### config.mk
export PLATFORM = sky130hd
export DESIGN_NAME = demux1x2_stream
export DESIGN_NICKNAME = d
export VERILOG_FILES = /design/src/rtl/demux1x2_stream.sv
export SDC_FILE = /design/constraint.sdc
export NUM_CORES = 1
export LEC_CHECK = 0
export ABC_AREA = 1
export CORE_AREA = 3 3 49 62
export DETAILED_ROUTE_END_ITERATION = 16
export DIE_AREA = 0 0 52 65
export MAX_ROUTING_LAYER = met4
export PLACE_DENSITY = 0.78
export SYNTH_ARGS = -nofsm -noshare
export SYNTH_HDL_FRONTEND = slang
export SYNTH_SLANG_ARGS = --single-unit
### constraint.sdc
create_clock -name clk -period 1.1 [get_ports clk]
set_clock_uncertainty 0.05 [all_clocks]
set_input_delay 0.11 -clock clk [delete_from_list [all_inputs] [get_ports clk]]
set_output_delay 0.11 -clock clk [all_outputs]
set_load 0.02 [all_outputs]
### src/rtl/demux1x2_stream.sv
// -----------------------------------------------------------------------------
// demux1x2_stream
//
// Purpose:
//   Registered 1-to-2 stream demultiplexer. Each input beat is steered by
//   `select` (0 -> out1, 1 -> out2) into a single-entry holding register on
//   the addressed channel. Each channel is a two-state EMPTY/FULL FSM that
//   supports pass-through refill, so a channel whose consumer keeps
//   outN_ready=1 sustains one beat per cycle.
//
// Optional feature (macro DEMUX_COUNT_EN):
//   Defined   : count1/count2 are 8-bit wrapping counters of delivered beats.
//   Undefined : no counter registers; count1/count2 are tied to 8'd0.
//
// Ports:
//   clk, rst              clock, asynchronous active-high reset
//   in_data/valid/ready   input stream (in_ready is combinational)
//   select                routing of the current input beat
//   out1_data/valid/ready channel 1 output stream (registered)
//   out2_data/valid/ready channel 2 output stream (registered)
//   count1, count2        delivered-beat counters (see macro above)
//
// Handshake: a transfer happens on a rising edge where valid && ready are
// both high. A producer holding valid=1 keeps its payload stable until the
// transfer; outN_valid is never withdrawn without a transfer (except reset).
//
// FSM state is held in ch1_state_q / ch2_state_q (type ch_state_e) and can be
// probed hierarchically; outN_valid is a direct decode of it.
// -----------------------------------------------------------------------------
module demux1x2_stream #(
  parameter int WIDTH = 8
) (
  input  logic             clk,
  input  logic             rst,
  input  logic [WIDTH-1:0] in_data,
  input  logic             in_valid,
  output logic             in_ready,
  input  logic             select,
  output logic [WIDTH-1:0] out1_data,
  output logic             out1_valid,
  input  logic             out1_ready,
  output logic [WIDTH-1:0] out2_data,
  output logic             out2_valid,
  input  logic             out2_ready,
  output logic [7:0]       count1,
  output logic [7:0]       count2
);

  typedef enum logic {
    EMPTY = 1'b0,
    FULL  = 1'b1
  } ch_state_e;

  ch_state_e        ch1_state_q, ch1_state_d;
  ch_state_e        ch2_state_q, ch2_state_d;
  logic [WIDTH-1:0] data1_q, data1_d;
  logic [WIDTH-1:0] data2_q, data2_d;

  logic ch1_can_accept, ch2_can_accept;
  logic load1, load2;
  logic xfer1, xfer2;

  // ---------------------------------------------------------------------------
  // Handshake decode
  // ---------------------------------------------------------------------------
  always_comb begin
    // A FULL channel can still take a beat if it is being drained this cycle.
    ch1_can_accept = (ch1_state_q == EMPTY) || out1_ready;
    ch2_can_accept = (ch2_state_q == EMPTY) || out2_ready;

    // Only select and channel status feed in_ready; in_valid/in_data do not.
    in_ready = select ? ch2_can_accept : ch1_can_accept;

    load1 = in_valid && in_ready && !select;
    load2 = in_valid && in_ready &&  select;

    xfer1 = (ch1_state_q == FULL) && out1_ready;
    xfer2 = (ch2_state_q == FULL) && out2_ready;
  end

  // ---------------------------------------------------------------------------
  // Channel FSMs and holding registers: next-state
  // ---------------------------------------------------------------------------
  always_comb begin
    ch1_state_d = ch1_state_q;
    ch2_state_d = ch2_state_q;
    data1_d     = data1_q;
    data2_d     = data2_q;

    // A load wins over a drain: simultaneous load + drain stays FULL.
    if (load1) begin
      ch1_state_d = FULL;
      data1_d     = in_data;
    end else if (xfer1) begin
      ch1_state_d = EMPTY;
    end

    if (load2) begin
      ch2_state_d = FULL;
      data2_d     = in_data;
    end else if (xfer2) begin
      ch2_state_d = EMPTY;
    end
  end

  always_ff @(posedge clk or posedge rst) begin
    if (rst) begin
      ch1_state_q <= EMPTY;
      ch2_state_q <= EMPTY;
      data1_q     <= '0;
      data2_q     <= '0;
    end else begin
      ch1_state_q <= ch1_state_d;
      ch2_state_q <= ch2_state_d;
      data1_q     <= data1_d;
      data2_q     <= data2_d;
    end
  end

  assign out1_valid = (ch1_state_q == FULL);
  assign out2_valid = (ch2_state_q == FULL);
  // Data registers keep their last value after draining; they are only
  // cleared by reset.
  assign out1_data  = data1_q;
  assign out2_data  = data2_q;

  // ---------------------------------------------------------------------------
  // Delivered-beat counters
  // ---------------------------------------------------------------------------
`ifdef DEMUX_COUNT_EN
  logic [7:0] count1_q, count1_d;
  logic [7:0] count2_q, count2_d;

  always_comb begin
    count1_d = count1_q;
    count2_d = count2_q;
    // 8-bit natural wrap 255 -> 0.
    if (xfer1) count1_d = count1_q + 8'd1;
    if (xfer2) count2_d = count2_q + 8'd1;
  end

  always_ff @(posedge clk or posedge rst) begin
    if (rst) begin
      count1_q <= 8'd0;
      count2_q <= 8'd0;
    end else begin
      count1_q <= count1_d;
      count2_q <= count2_d;
    end
  end

  assign count1 = count1_q;
  assign count2 = count2_q;
`else
  assign count1 = 8'd0;
  assign count2 = 8'd0;
`endif

endmodule

==> flow_summary_export.csv <==
group,metric,value,unit
synth,syn_avg_cell_area,9.25,sq um
grt,grt_pass1_wl,3350,um
pwr,finalPower,1.79,mW
timing,hold_slack,0.0743,ns
route,drt_iter0_drc,39,
synth,ys_ff_latch,18,
setup_path,crit_path_end_kind,"output port",
clocking,cts_max_level,1,
setup_path,crit_type,"flop to output port",
grt,grt_max_degree,19,
timing,final_max_slew_viol_count,0,
pwr,p_leak,0.671,nW
setup_path,critPathSlowestCell,"dfrtp_1",
timing,rsz0062_at_grt,"yes",
setup_path,cp.arrival,1.02,ns
timing,fmax,0.850,GHz
setup_path,crit_path_start_kind,"flop",
synth,syn_area,935,sq um
grt,first_global_vias,778,
clocking,cts_hold_buf,0,
placed_design,port_buffers,32,
setup_path,crit_chain,"nand2_2 -> nand2_2 -> nand2_2 -> buf_6",
clocking,clockBufferDepth,2,
clocking,clk_pin_slew,0.10,ns
clocking,cts_tree,"built",
route,dr.pass1.iters,4,
min_path,hold_class,"input port to asynchronous set/reset pin",
clocking,clk_latency,0.29,ns
timing,fin_crit,1.18,ns
clocking,root_buffer,"clkbuf_4",
grt,grt.overflow.total,0,
setup_path,crit_fanout,2,
route,ant_nets,0,
synth,ys_seq_area_frac,0.482,
route,drt-total-wl,2040,um
cells_and_area,diodes,0,
die,dieArea,3380,sq um
cells_and_area,area.growth.synth_to_final,31.3,%
setup_path,crit_path_max_incr_delay,0.40,ns
run_status,status,"finished with violations",
route,drc_errors,0,
grt,grt_usage,0.134,
pwr,power_density,1460,nW/um^2
placed_design,post-place-ws,-0.487,ns
clocking,cts_buffers,3,
setup_path,required,0.94,ns
cells_and_area,layout-drive-gt1-share,0.279,
timing,timing.final.crit_share,1.07,
synth,synth_warnings,0,
placed_design,routabilityCongestion,0.818,
route,vias,785,
timing,timing.final.ws_setup,-0.0764,ns
placed_design,dp.final_hpwl,1600,um
die,core,2480,sq um
die,initial_core_util,0.377,
run_status,violations,"setup timing",
timing,setup_viol,2,
synth,synth.distinct_cells,11,
route,routedWlPerCell,11.8,um
grt,antenna_found_initial,0,
pwr,ir_worst_vdd,0.000631,V
die,rows,20,
run,drv_cap,0,
synth,synthCells,101,
die,die_y,65,um
route,viasPerCell,4.54,
timing,finalHoldViolCount,0,
clocking,postCtsSetupBuffers,0,
clocking,numClockSinks,18,
cells_and_area,layout.nets,155,
die,io_pins,49,
die,die_x,52,um
setup_path,crit_top_cell,"nand2_2",
final timing paths:
| path | from | to | slack [ns] | cells past startpoint |
|---|---|---|---|---|
| worst min register to register | out1_data[1] | out1_data[1] | 0.43 | 2 |
| worst max-delay path | out2_valid | in_ready | -0.08 | 4 |
| max in group asynchronous | rst | out1_data[2] | 0.73 | 3 |
| min in group clk | in_data[6] | out2_data[6] | 0.38 | 3 |
| worst min-delay path | rst | out2_data[2] | 0.07 | 3 |
| worst max register to register | out2_valid | out2_data[5] | 0.03 | 5 |
power by group:
part / total [mW] / internal (mW) / switching, mW
registers: 0.814 / 0.761 / 0.0521
logic: 0.574 / 0.208 / 0.366
clock network: 0.402 / 0.202 / 0.200
layout make-up:
class                   count  area (sq um)
multi-input cells          74           362
inverters                   4          15.0
repair buffers             40           323
clock buffers               4          36.3
fillers                   235          1250
flip-flops and latches     18           450
well taps                  33          41.3
placed cells by master, fill, tap and decap left out, types with 2 or more instances in the layout:
cell             Yosys  routed
conb_1               1      16
buf_2                0      17
clkbuf_4             0       3
inv_1                3       3
nand2_2              1       4
buf_12               1       2
buf_4               17       6
buf_6                3       2
nand3_4              2       2
nand2_1             38      35
dfrtp_1             18      18
clkdlybuf4s50_1      0      13
nand4_1             16      16
cells in the mapped netlist, drive strengths merged:
library cell,n,area share
inv,4,0.016
dfrtp,18,0.48
buf,21,0.19
nand2,39,0.16
conb,1,0.0040
nand4,16,0.11
nand3,2,0.037
worst max-delay path: cells and delay by family (launching register included):
kind,cells,cell delay (ns)
flip-flops,1,0.40
buffers and inverters,1,0.12
AND/OR/NAND/NOR,3,0.21
flip-flops by register name, indices dropped and copies added, names as in the netlist:
signal	flops
out2_data	8
out2_valid	1
out1_data	8
out1_valid	1
per-stage QoR:
stage                     TNS, ns  cells  instance area, sq um   util
final                     -0.0857    173                  1230  0.495
after global routing       -0.569    173                  1230  0.495
after CTS                  -0.132    172                  1220  0.493
after detailed placement    -3.81    168                  1260  0.507
after global placement      -3.24    168                  1260  0.507
after floorplan                 0    116                   991      -
routing by layer:
layer,share of wire,routed length [um],global-route usage
met1,0.39,791,0.155
met2,0.53,1080,0.223
met3,0.071,145,0.0115
met4,0.011,23,0.0754
met5,0,0,-
logic make-up after synthesis:
kind of cell	count (synthesis)	share of synthesized area
simple gates	57	0.304
flops	18	0.482
buf+inv	25	0.210
other cells	1	0.00401
timing repair:
action / 4_1_cts / 5_1_grt
gates resized for setup: 81 / 2
pin swaps: 2 / 0
hold endpoints to repair: 0 / 0
endpoints found under the setup margin: 19 / 19
gates cloned: 0 / 1
(Power assumes the default switching activity.)
